### config.mk
export PLATFORM = sky130hd
export DESIGN_NAME = acc_writeback_ctrl
export DESIGN_NICKNAME = d
export VERILOG_FILES = /design/src/rtl/acc_pkg.sv /design/src/rtl/acc_wr_fifo.sv /design/src/rtl/acc_writeback_ctrl.sv
export SDC_FILE = /design/constraint.sdc
export NUM_CORES = 1
export LEC_CHECK = 0
export CAP_MARGIN = 20
export CORE_MARGIN = 5
export CORE_UTILIZATION = 35
export DETAILED_ROUTE_END_ITERATION = 7
export DONT_BUFFER_PORTS = 1
export GPL_ROUTABILITY_DRIVEN = 0
export REMOVE_ABC_BUFFERS = 1
export SYNTH_ARGS = -nofsm -noshare
export SYNTH_HDL_FRONTEND = slang
export SYNTH_SLANG_ARGS = --single-unit
### constraint.sdc
create_clock -name clk -period 2.7 [get_ports clk]
set_input_delay 0 -clock clk [delete_from_list [all_inputs] [get_ports clk]]
set_output_delay 0 -clock clk [all_outputs]
set_load 0.005 [all_outputs]
### src/rtl/acc_pkg.sv
// Shared types and widths for the accumulator write-back controller.
package acc_pkg;

    localparam int unsigned ACC_DATA_W = 8;
    localparam int unsigned ACC_ADDR_W = 2;
    localparam int unsigned NUM_ACC    = 2 ** ACC_ADDR_W;

    typedef struct packed {
        logic [ACC_ADDR_W-1:0] adr;
        logic [ACC_DATA_W-1:0] data;
    } acc_wr_t;

    typedef enum logic [1:0] {
        RUN   = 2'd0,
        DRAIN = 2'd1,
        INIT  = 2'd2
    } wb_state_e;

    typedef enum logic {
        SRC_ALU = 1'b0,
        SRC_MEM = 1'b1
    } wb_src_e;

endpackage

### src/rtl/acc_wr_fifo.sv
// Small synchronous FIFO of accumulator writes with per-entry taps for the busy scoreboard.
module acc_wr_fifo
    import acc_pkg::*;
#(
    parameter  int unsigned DEPTH = 2,
    localparam int unsigned CNT_W = $clog2(DEPTH + 1)
) (
    input  logic                          clk,
    input  logic                          rst,
    input  logic                          push,
    input  acc_wr_t                       push_data,
    input  logic                          pop,
    output acc_wr_t                       head_c,
    output logic [CNT_W-1:0]              count,
    output logic                          full_c,
    output logic                          empty_c,
    output logic [DEPTH-1:0]              ent_valid_c,
    output logic [DEPTH-1:0][ACC_ADDR_W-1:0] ent_adr_c
);

    localparam int unsigned PTR_W = (DEPTH > 1) ? $clog2(DEPTH) : 1;

    acc_wr_t          mem_q [DEPTH];
    acc_wr_t          mem_d [DEPTH];
    logic [PTR_W-1:0] rd_ptr_q, rd_ptr_d;
    logic [PTR_W-1:0] wr_ptr_q, wr_ptr_d;
    logic [CNT_W-1:0] count_q, count_d;
    logic             push_ok;
    logic             pop_ok;

    assign full_c  = (count_q == CNT_W'(DEPTH));
    assign empty_c = (count_q == '0);
    assign head_c  = mem_q[rd_ptr_q];
    assign count   = count_q;

    // A full FIFO refuses a push even when it is popped in the same cycle.
    assign push_ok = push && !full_c;
    assign pop_ok  = pop && !empty_c;

    always_comb begin
        mem_d    = mem_q;
        rd_ptr_d = rd_ptr_q;
        wr_ptr_d = wr_ptr_q;
        count_d  = count_q + CNT_W'(push_ok) - CNT_W'(pop_ok);
        if (push_ok) begin
            mem_d[wr_ptr_q] = push_data;
            wr_ptr_d        = wr_ptr_q + PTR_W'(1);
        end
        if (pop_ok) begin
            rd_ptr_d = rd_ptr_q + PTR_W'(1);
        end
    end

    // Slot i is occupied when its distance from the read pointer is below the count.
    always_comb begin
        logic [PTR_W-1:0] off;
        off         = '0;
        ent_valid_c = '0;
        ent_adr_c   = '0;
        for (int unsigned i = 0; i < DEPTH; i++) begin
            off            = PTR_W'(i) - rd_ptr_q;
            ent_valid_c[i] = (CNT_W'(off) < count_q);
            ent_adr_c[i]   = mem_q[i].adr;
        end
    end

    always_ff @(posedge clk or negedge rst) begin
        if (!rst) begin
            for (int unsigned i = 0; i < DEPTH; i++) begin
                mem_q[i] <= '0;
            end
            rd_ptr_q <= '0;
            wr_ptr_q <= '0;
            count_q  <= '0;
        end else begin
            mem_q    <= mem_d;
            rd_ptr_q <= rd_ptr_d;
            wr_ptr_q <= wr_ptr_d;
            count_q  <= count_d;
        end
    end

endmodule

### src/rtl/acc_writeback_ctrl.sv
// Write-side controller for the accumulator file: two buffered sources, round-robin
// arbitration onto one registered write port, drain-then-clear sequence and busy scoreboard.
module acc_writeback_ctrl
    import acc_pkg::*;
#(
    parameter  int unsigned FIFO_DEPTH = 2,
    localparam int unsigned DATA_W     = ACC_DATA_W,
    localparam int unsigned ADDR_W     = ACC_ADDR_W
) (
    input  logic               clk,
    input  logic               rst,
    input  logic               alu_valid,
    output logic               alu_ready,
    input  logic [ADDR_W-1:0]  alu_adr,
    input  logic [DATA_W-1:0]  alu_data,
    input  logic               mem_valid,
    output logic               mem_ready,
    input  logic [ADDR_W-1:0]  mem_adr,
    input  logic [DATA_W-1:0]  mem_data,
    input  logic               init_req,
    output logic               init_busy,
    output logic               AcWen,
    output logic [ADDR_W-1:0]  WrAdr,
    output logic [DATA_W-1:0]  WrData,
    output logic [NUM_ACC-1:0] busy
);

    localparam int unsigned CNT_W = $clog2(FIFO_DEPTH + 1);
    localparam int unsigned CLR_W = ADDR_W + 1;

    wb_state_e         state_q, state_d;
    wb_src_e           rr_q, rr_d;
    logic [CLR_W-1:0]  clr_q, clr_d;
    logic              acwen_q, acwen_d;
    logic [ADDR_W-1:0] wradr_q, wradr_d;
    logic [DATA_W-1:0] wrdata_q, wrdata_d;

    logic              pop_alu, pop_mem;
    acc_wr_t           alu_head, mem_head;
    logic [CNT_W-1:0]  alu_count, mem_count;
    logic              alu_full, mem_full;
    logic              alu_empty, mem_empty;
    logic [FIFO_DEPTH-1:0]             alu_ent_valid, mem_ent_valid;
    logic [FIFO_DEPTH-1:0][ADDR_W-1:0] alu_ent_adr, mem_ent_adr;

    assign alu_ready = (state_q == RUN) && !alu_full;
    assign mem_ready = (state_q == RUN) && !mem_full;
    assign init_busy = (state_q != RUN);

    assign AcWen  = acwen_q;
    assign WrAdr  = wradr_q;
    assign WrData = wrdata_q;

    acc_wr_fifo #(.DEPTH(FIFO_DEPTH)) u_alu_fifo (
        .clk         (clk),
        .rst         (rst),
        .push        (alu_valid && alu_ready),
        .push_data   ({alu_adr, alu_data}),
        .pop         (pop_alu),
        .head_c      (alu_head),
        .count       (alu_count),
        .full_c      (alu_full),
        .empty_c     (alu_empty),
        .ent_valid_c (alu_ent_valid),
        .ent_adr_c   (alu_ent_adr)
    );

    acc_wr_fifo #(.DEPTH(FIFO_DEPTH)) u_mem_fifo (
        .clk         (clk),
        .rst         (rst),
        .push        (mem_valid && mem_ready),
        .push_data   ({mem_adr, mem_data}),
        .pop         (pop_mem),
        .head_c      (mem_head),
        .count       (mem_count),
        .full_c      (mem_full),
        .empty_c     (mem_empty),
        .ent_valid_c (mem_ent_valid),
        .ent_adr_c   (mem_ent_adr)
    );

    // Next state, arbitration and output-register load.
    always_comb begin
        state_d  = state_q;
        rr_d     = rr_q;
        clr_d    = clr_q;
        acwen_d  = 1'b0;
        wradr_d  = wradr_q;
        wrdata_d = wrdata_q;
        pop_alu  = 1'b0;
        pop_mem  = 1'b0;

        unique case (state_q)
            RUN, DRAIN: begin
                if (!alu_empty && !mem_empty) begin
                    if (rr_q == SRC_MEM) begin
                        pop_mem = 1'b1;
                    end else begin
                        pop_alu = 1'b1;
                    end
                    rr_d = (rr_q == SRC_MEM) ? SRC_ALU : SRC_MEM;
                end else if (!alu_empty) begin
                    pop_alu = 1'b1;
                end else if (!mem_empty) begin
                    pop_mem = 1'b1;
                end

                if (pop_alu) begin
                    acwen_d  = 1'b1;
                    wradr_d  = alu_head.adr;
                    wrdata_d = alu_head.data;
                end else if (pop_mem) begin
                    acwen_d  = 1'b1;
                    wradr_d  = mem_head.adr;
                    wrdata_d = mem_head.data;
                end

                if (state_q == RUN && init_req) begin
                    state_d = DRAIN;
                end else if (state_q == DRAIN && alu_count == '0 && mem_count == '0) begin
                    state_d = INIT;
                    clr_d   = '0;
                end
            end
            INIT: begin
                // One extra cycle after the last clear keeps init_busy up while it is written.
                if (clr_q < CLR_W'(NUM_ACC)) begin
                    acwen_d  = 1'b1;
                    wradr_d  = ADDR_W'(clr_q);
                    wrdata_d = '0;
                    clr_d    = clr_q + CLR_W'(1);
                end else begin
                    state_d = RUN;
                end
            end
            default: begin
                state_d = RUN;
            end
        endcase
    end

    // Busy scoreboard from buffered entries and the in-flight write.
    always_comb begin
        busy = '0;
        if (state_q == INIT) begin
            busy = '1;
        end else begin
            for (int unsigned i = 0; i < FIFO_DEPTH; i++) begin
                if (alu_ent_valid[i]) begin
                    busy[alu_ent_adr[i]] = 1'b1;
                end
                if (mem_ent_valid[i]) begin
                    busy[mem_ent_adr[i]] = 1'b1;
                end
            end
            if (acwen_q) begin
                busy[wradr_q] = 1'b1;
            end
        end
    end

    always_ff @(posedge clk or negedge rst) begin
        if (!rst) begin
            state_q  <= RUN;
            rr_q     <= SRC_MEM;
            clr_q    <= '0;
            acwen_q  <= 1'b0;
            wradr_q  <= '0;
            wrdata_q <= '0;
        end else begin
            state_q  <= state_d;
            rr_q     <= rr_d;
            clr_q    <= clr_d;
            acwen_q  <= acwen_d;
            wradr_q  <= wradr_d;
            wrdata_q <= wrdata_d;
        end
    end

endmodule

[Word-level counts from Yosys, hierarchy flattened]
Cells that the tools add are included.
Storage, ports and cells
  flip-flop bits (word level): 65
  bits of input ports: 25
Operators by class
  add/subtract/negate cells: 13
  order comparisons: 21
  equality and inequality tests: 10
  mux-type cells: 63
  bitwise logic cells: 8
  reduce and logical (&&, ||, !) cells: 33
Operators by type and width (count)
  $mux 10: 8
  $bwmux 20: 2
  $mux 4: 10
  $mux 8: 3
  $demux 10 s1: 2
  $logic_and 1x1->1: 19
  $mux 1: 19
  $or 4x4->4: 4
  $pmux 8 s2: 1
  $lt 2x3->1 const B: 5
  $mux 2: 6
  $demux 1 s2: 5
  $ge 2x1->1 const B: 5
  $mux 3: 3
  $ge 2x2->1 const B: 4
  $lt 1x2->1: 4
  $ne 2x2->1 const B: 4
  $not 1->2: 4
  $pmux 2 s2: 2
  $eq 2x2->1 const B: 3
  $logic_not 2->1: 3
  $ne 3x3->1 const B: 2
  $pmux 3 s2: 1
  $add 1x1->1 const B: 4
  14 further kinds: 25

[Depth between registers and ports, before layout]
Gate-level depths: netlist of the first run.
  depth after elaboration: 18
  mapped depth: 10
  depth with buffers taken out: 8

[By module]
From an unflattened synthesis of the first run, not the netlist that was laid out.
Second synthesis, totals
  cell total of the unflattened synthesis: 263
  area total of the unflattened synthesis: 3388.2 um2
By module, submodules not included
  acc_wr_fifo: instances 2, cells an instance 78, area each 1168.6 um2, seq. area each 600.6 um2
  acc_writeback_ctrl: instances 1, cells an instance 107, area each 1051.0 um2, seq. area each 426.7 um2

[Least setup slack after synthesis of the first run]
No wires, ideal clock.
  path kind: register -> register
  start point: register u_alu_fifo.count_q[1] (netlist: u_alu_fifo.count[1])
  end point: register u_alu_fifo.count_q[1] (netlist: u_alu_fifo.count[1])
  data arrival time: 1.856 ns
  required time: 2.576 ns
  setup slack: 0.720 ns
  stages on the path, launching flop included: 10
  buffers on the path: 2
  cells stage by stage: dfrtp_1 -> buf_2 -> o21ai_0 -> buf_2 -> nor2_1 -> ha_1 -> inv_1 -> ha_1 -> xnor2_1 -> xnor2_1
Between the ends
  cells in the longest elaborated chain, start to end: 8
  elaborated cells between the ends (all ways): 15
  classes of those cells: 2 x add/sub; 1 x eq/ne; 4 x mux; 8 x reduce/logical
Ends and longest elaborated chain
  from (decl): RTL line acc_wr_fifo.sv:27  | logic [CNT_W-1:0] count_q, count_d;
  from (signal assigned): RTL line acc_wr_fifo.sv:79  | count_q <= count_d;
  $logic_not 2->1 (*): RTL line acc_wr_fifo.sv:32  | assign empty_c = (count_q == '0);
  $logic_not 1->1: RTL line acc_wr_fifo.sv:38, acc_writeback_ctrl.sv:95
  $logic_and 1x1->1: RTL line acc_writeback_ctrl.sv:95  | if (!alu_empty && !mem_empty) begin
  $mux 1: RTL line acc_writeback_ctrl.sv:95
  $mux 1 (2 in series): RTL line acc_writeback_ctrl.sv:93  | unique case (state_q)
  $logic_and 1x1->1 (*): RTL line acc_wr_fifo.sv:38  | assign pop_ok = pop && !empty_c;
  via u_alu_fifo.pop_ok: RTL line acc_wr_fifo.sv:29  | logic pop_ok;
  $sub 2x1->2 (*): RTL line acc_wr_fifo.sv:44  | count_d = count_q + CNT_W'(push_ok) - CNT_W'(pop_ok);
  via u_alu_fifo.count_d[1]: RTL line acc_wr_fifo.sv:27
Mark *: on every way through the listed nets, which the timed path passes. The rest lies on a longest branch. The select of a mux whose other input is x is not followed.
A chain may end at the register's enable or synchronous reset.

[Worst setup path after layout of the first run]
  start point: register u_alu_fifo.rd_ptr_q
  end point: output port busy[0]
Between the ends
  cells in the longest elaborated chain, start to end: 16
  elaborated cells between the ends (all ways): 18
  classes of those cells: 2 x add/sub; 2 x order compare; 10 x mux; 4 x bitwise
Ends and longest elaborated chain
  from (decl): RTL line acc_wr_fifo.sv:25  | logic [PTR_W-1:0] rd_ptr_q, rd_ptr_d;
  from (signal assigned): RTL line acc_wr_fifo.sv:77  | rd_ptr_q <= rd_ptr_d;
  $sub 1x1->1: RTL line acc_wr_fifo.sv:61  | off = PTR_W'(i) - rd_ptr_q;
  $lt 1x2->1: RTL line acc_wr_fifo.sv:62  | ent_valid_c[i] = (CNT_W'(off) < count_q);
  $mux 4: RTL line acc_writeback_ctrl.sv:149  | if (alu_ent_valid[i]) begin
  $mux 4: RTL line acc_writeback_ctrl.sv:145  | if (state_q == INIT) begin
  $or 4x4->4 (no source line)
  $mux 4: RTL line acc_writeback_ctrl.sv:152  | if (mem_ent_valid[i]) begin
  $mux 4: RTL line acc_writeback_ctrl.sv:145
  $or 4x4->4 (no source line)
  $mux 4 (*): RTL line acc_writeback_ctrl.sv:149
  $mux 4 (*): RTL line acc_writeback_ctrl.sv:145
  $or 4x4->4 (no source line)
  $mux 4 (*): RTL line acc_writeback_ctrl.sv:152
  $mux 4 (*): RTL line acc_writeback_ctrl.sv:145
  $or 4x4->4 (no source line)
  $mux 4 (*): RTL line acc_writeback_ctrl.sv:156  | if (acwen_q) begin
  $mux 4 (*): RTL line acc_writeback_ctrl.sv:145
  to (decl): RTL line acc_writeback_ctrl.sv:25  | output logic [NUM_ACC-1:0] busy
Every way passes the cells marked *; elsewhere a longest branch is shown, timed or not. The select of a mux whose other input is x is not followed.

==> run metrics, run 1 <==
switching share of power=0.384; Synth Area in XOR/XNOR=0.0246; Simple-Gate Fraction of Synth Area=0.0656; Post-Syn Area=3200 um2; status=finished, final reports clean; number of synthesis warnings=0; initial antenna violation count=0; multiplexer share of the synthesized area=0.247; unrepaired setup endpoints after global routing=false; Final TNS setup=0 ns; Startpoint Class=flop; max-cap viol count=0; Hold Path Depth=3; max-slew violations=0; Synth Area per Inst=12.6 um2; vias per cell=5.16; pre-CTS WS=0.647 ns; Ports=43; FF-to-FF path depth=4; clk buf depth=2; synthesized netlist cell count=255; crit path DAT=2.03 ns; grt ovf=0; Port Buffers=0; Yosys cell types=41; Synth area leader=dfrtp_1; PD cells=1320 nW/um2; antenna-violating nets left=0; combinational family with the most area after synthesis=multiplexers; hold slack=0.0350 ns; worst rel slew slack=0.452; first-pass GRT wire length=11.3 mm; Layout Skew=0.00796 ns; 1st-iter DRT viols=112; CTS clock-pin slew for the worst setup and hold paths=0.07 ns; asr flop ratio synth=1.00; Combinational Power Share=0.426; Top FF cell, synth=dfrtp_1; Seq/Total Area, Yosys=0.508; gr usage total=0.131; final WL=6.93 mm; Seq cells post-synth=65; NetSw=1.90 mW; Crit path required time=2.70 ns; Num CTS Buffers=9; # rows=35; Adder-Cell Fraction of Synth Area=0.0195; worst-path cell chain=nor2b_1 -> o21ai_0 -> o32ai_1 -> or3_1; CP max FO=13; Hold Path Class=in2reg; Pwr Total=4.94 mW; crit path kind=reg2out; vias in the first global route=2100; Worst VDD drop=0.541 mV; hold endpoint=u_alu_fifo.wr_ptr_q; share of cells above drive strength 1=0.199; critical path's largest stage delay=0.79 ns; Core Region=9060 um2; f_max=0.493 GHz; Worst-Margin Slew=0.822 ns; Root Buffer=clkbuf_8; DP HPWL=4.91 mm; initial core utilization=0.353; reg2reg setup slack=0.68 ns; final hold viol count=0; Clk Latency, worst-skew pair=0.33 ns; HP Start=alu_valid; Pre-antenna DRT Iters=4; Finished Layout Cells=398; top cells by area, synth=dfrtp_1, mux2i_1, mux2_2, mux2_4, mux2_1; P_int=3.04 mW; # diodes=0; top cell type's share of synthesized area=0.500; worst flop-to-flop path endpoint=u_alu_fifo.mem_q[14]; post-CTS setup buffers=0; worst setup margin=0.671 ns; Final nets=312; R2R Path Start=u_alu_fifo.count[0]; Synth Area in Compound Gates=0.101; Clock power frac=0.159; share of total power in sequential cells=0.414; overall die height=106 um; slowest cell on the critical path=dfrtp_1; period utilization=0.751; largest net degree at the start of global routing=66; final setup fails=0; minimum clock period=2.03 ns; CTS tree=built; drt wl/cell=17.4 um; Leak=1.71 nW; total number of vias=2054; DR DRC count=0; dpl cells=359; Setup crit end kind=output pin; CTS sink count=65; Post-synth EDFFs=0; die width=106 um; Synth-to-Final Area Change=16.9%; Die ar.=11200 um2; htree depth=3
state kept, by name, indices dropped and copies added (netlist names):
signal and cells:
u_alu_fifo.rd_ptr_q 1, rr_q 1, clr_q 3, WrData 8
u_alu_fifo.ent_adr_c 4, AcWen 1, u_alu_fifo.mem_q 16, u_mem_fifo.wr_ptr_q 1
u_alu_fifo.wr_ptr_q 1, u_mem_fifo.mem_q 16, WrAdr 2, state_q 2
u_mem_fifo.rd_ptr_q 1, u_alu_fifo.count 2, u_mem_fifo.ent_adr_c 4, u_mem_fifo.count 2
synthesized netlist by cell type, types with 2 or more instances:
master     count
buf_4          2
nand3b_1       3
nor2_1         9
nor2b_1        2
nand2b_1       3
mux2_2        22
o21ai_0       11
xor2_1         4
inv_1         13
nand2_1        6
nor4b_1        2
buf_2          7
ha_1           5
a2111oi_4      2
mux2_4        10
dfrtp_1       64
a22o_1         9
nor3_1         3
mux2_1        10
mux2i_1       28
o211ai_1       2
nand2_2        2
a31oi_1        3
inv_2          2
nand4_1        3
a21oi_1        9
xnor2_1        5
layout by cell type, fill, tap and decap left out, drive strengths merged, types with 2 or more instances in the layout:
master,n
a2111oi,2
o211ai,2
inv,15
nand3b,3
mux2i,28
nand4,3
buf,4
nor3,3
a21oi,9
nand2b,3
o21ai,11
nand2,8
xor2,4
a22o,9
xnor2,5
nor2b,2
dfrtp,64
a31oi,3
nor4b,2
clkbuf,11
dlygate4sd3,22
nor2,9
clkinv,3
ha,5
mux2,42
critical path, delay by kind of cell (launching register included):
family / cells / cell delay [ns]
simple gates: 2 / 0.57
compound gates: 2 / 0.33
flops: 1 / 0.79
worst max path at each step:
stage,from,to
floorplan,u_alu_fifo.count[1],u_alu_fifo.count[1]
global placement,u_alu_fifo.count[1],u_mem_fifo.count[1]
detailed placement,u_alu_fifo.count[1],u_alu_fifo.mem_q[14]
CTS,u_alu_fifo.count[1],u_alu_fifo.mem_q[14]
global route,u_alu_fifo.rd_ptr_q,busy[0]
finish,u_alu_fifo.rd_ptr_q,busy[0]
layer usage:
| metal | vias to the layer above | GRT usage | part of all wire |
|---|---|---|---|
| met4 | 0 | 0.0324 | 0.010 |
| met1 | 1000 | 0.175 | 0.45 |
| li1 | 977 | - | - |
| met3 | 7 | 0.0576 | 0.084 |
| met5 | - | 0 | 0 |
| met2 | 70 | 0.194 | 0.46 |
stage by stage:
step / instance area, um2 / util
3_5_place_dp: 3310 / 0.365
2_1_floorplan: 3150 / -
3_3_place_gp: 3310 / 0.365
5_1_grt: 3750 / 0.413
6_report: 3750 / 0.413
4_1_cts: 3750 / 0.413
power by group through the flow:
stage	clock (mW)	combinational [mW]	sequential, mW
6_report	0.789	2.11	2.05
2_1_floorplan	0	1.66	1.90
3_5_place_dp	0	2.07	2.07
5_1_grt	0.877	2.35	2.14
3_3_place_gp	0	2.02	2.05
4_1_cts	0.821	2.13	2.06
layout make-up:
class	instances	area, um2
fill	820	5320
sequential	65	1630
multi-input combinational	165	1470
timing repair buffer	26	270
tap	111	139
clock buffer	11	131
clock inverter	5	56.3
inverter	15	56.3
timing repair:
action / 4_1_cts / 5_1_grt
hold buffers: 23 / 0
hold endpoints to repair: 106 / 0
resized for setup: 0 / 0
logic make-up (layout without fill, tap and decap cells):
| family | Yosys count | in the layout |
|---|---|---|
| fa+ha+maj | 5 | 5 |
| mux | 70 | 70 |
| buf+inv | 25 | 57 |
| flops | 65 | 65 |
| simple gates | 38 | 38 |
| xor+xnor | 9 | 9 |
| compound gates | 43 | 43 |
(Power assumes the default switching activity.)
==> inputs of run 2 (changes only) <==
==> constraint.sdc (replaced) <==
create_clock -name clk -period 2.1 [get_ports clk]
set_input_delay 0 -clock clk [delete_from_list [all_inputs] [get_ports clk]]
set_output_delay 0 -clock clk [all_outputs]
set_load 0.005 [all_outputs]
==> run 2 against run 1 <==
- worst hold slack worse by 0.0060 ns
- setup slack lost 0.49 ns
- combinational power grew 32%
- design area up 0.87%
- sequential share of layout area down 0.37 points
==> run metrics, run 2 (synthesis results as in run 1) <==
die width=106 um (unchanged); Clk Latency, worst-skew pair=0.33 ns (about the same); final WL=6.92 mm (-0.20%); period utilization=0.914; initial antenna violation count=0 (unchanged); post-CTS setup buffers=0 (unchanged); Hold Path Class=in2reg; Core Region=9060 um2 (unchanged); 1st-iter DRT viols=80 (-29%); CP max FO=12 (-1); Layout Skew=0.00614 ns (-0.00182 ns); initial core utilization=0.353 (unchanged); Worst-Margin Slew=0.807 ns (-0.0150 ns); grt ovf=0 (unchanged); Num CTS Buffers=9 (unchanged); pre-CTS WS=0.198 ns (-0.449 ns); Worst VDD drop=0.679 mV (+26%); Final nets=315 (+0.96%); PD cells=1700 nW/um2 (+28%); Final TNS setup=0 ns (unchanged); DR DRC count=0 (unchanged); # rows=35 (unchanged); CTS tree=built; worst-path cell chain=inv_1 -> a21oi_1 -> o31ai_1 -> or3_1; Leak=1.73 nW (+1.2%); clk buf depth=2 (unchanged); critical path's largest stage delay=0.76 ns (-0.03 ns); crit path kind=reg2out; CTS clock-pin slew for the worst setup and hold paths=0.07 ns (about the same); hold slack=0.0291 ns (-0.00595 ns); minimum clock period=1.92 ns; share of cells above drive strength 1=0.210 (+0.0117); Util after Layout=0.417 (+0.00359); worst setup margin=0.181 ns (-0.490 ns); Synth-to-Final Area Change=18.0%; final hold viol count=0 (unchanged); vias per cell=5.21 (+1.0%); FILL cells=850 (+3.7%); CP Buf/Inv Count=1 (+1); reg2reg setup slack=0.21 ns (-0.47 ns); total number of vias=2091 (+1.8%); crit path DAT=1.92 ns (-0.11 ns); slowest cell on the critical path=dfrtp_1; # diodes=0 (unchanged); overall die height=106 um (unchanged); drt wl/cell=17.3 um (-0.95%); max-slew violations=0 (unchanged); worst rel slew slack=0.462 (+0.00998); largest net degree at the start of global routing=66 (unchanged); most common cell after layout, fill and taps aside=dfrtp_1; Pre-antenna DRT Iters=4 (unchanged); Startpoint Class=flop; unrepaired setup endpoints after global routing=false; CTS sink count=65 (unchanged); final setup fails=0 (unchanged); Root Buffer=clkbuf_8; htree depth=3 (unchanged); Ports=43 (unchanged); Setup crit end kind=output pin; delay-heaviest family, CP=flip-flops; Port Buffers=0 (unchanged); DP HPWL=4.93 mm (+0.40%); antenna-violating nets left=0 (unchanged); Die ar.=11200 um2 (unchanged); gr usage total=0.133 (+0.00200); max-cap viol count=0 (unchanged); first-pass GRT wire length=11.6 mm (+2.9%); Crit path required time=2.10 ns (-0.60 ns); status=finished, final reports clean; f_max=0.521 GHz; commonest non-fill, non-tap cells in the layout=dfrtp_1, mux2i_1, mux2_2, dlygate4sd3_1, inv_1; vias in the first global route=2321 (+11%)
run 2: what timing repair did:
| item | in CTS | in global routing |
|---|---|---|
| hold buffers | 23 | 0 |
| endpoints found under the hold margin | 106 | 0 |
| resized for setup | 0 | 2 |
| setup endpoints to repair | 0 | 2 |
run 2: report_power, final:
part | leakage, nW | total [mW] | internal, mW | switching [mW]
clock | 0.0974 | 1.02 | 0.579 | 0.444
combinational | 0.851 | 2.78 | 1.49 | 1.29
sequential | 0.780 | 2.60 | 1.91 | 0.689
run 2: path summary, 6_finish.rpt:
check	from	endpoint	cells past startpoint
worst min-delay path	alu_valid	u_alu_fifo.wr_ptr_q	3
worst max register to register	u_alu_fifo.count[1]	u_mem_fifo.count[1]	8
min in group asynchronous	rst	u_alu_fifo.ent_adr_c[1]	2
worst max-delay path	u_mem_fifo.rd_ptr_q	busy[0]	4
max in group asynchronous	rst	rr_q	2
worst min register to register	u_mem_fifo.mem_q[12]	u_mem_fifo.mem_q[12]	1
run 2: metal layers:
metal,global-route usage,vias to the layer above,part of all wire
li1,-,988,-
met1,0.163,1046,0.46
met2,0.215,53,0.46
met3,0.0606,4,0.071
met4,0.0278,0,0.0055
met5,0,-,0
run 2: area by class of cell:
cell class / instances / area, um2 / share of cell area
sequential: 65 / 1630 / 0.431
multi-input combinational: 165 / 1480 / 0.390
timing repair buffer: 29 / 293 / 0.0775
clock buffer: 13 / 149 / 0.0394
tap: 111 / 139 / 0.0367
inverter: 15 / 56.3 / 0.0149
clock inverter: 3 / 40.0 / 0.0106
run 2: worst reg2reg max path, delay by kind of cell (launching register included):
kind / cells / cell delay, ns
AND/OR/NAND/NOR: 3 / 0.54
flip-flops: 1 / 0.52
adder cells (fa/ha/maj): 2 / 0.43
XOR/XNOR: 2 / 0.26
buffers and inverters: 1 / 0.05
run 2: stage by stage:
| step | total power, mW | instances | area [um2] |
|---|---|---|---|
| CTS | 6.47 | 401 | 3770 |
| global route | 6.95 | 401 | 3780 |
| global placement | 5.24 | 362 | 3330 |
| floorplan | 4.57 | 245 | 3150 |
| detailed placement | 5.32 | 362 | 3330 |
| finish | 6.41 | 401 | 3780 |
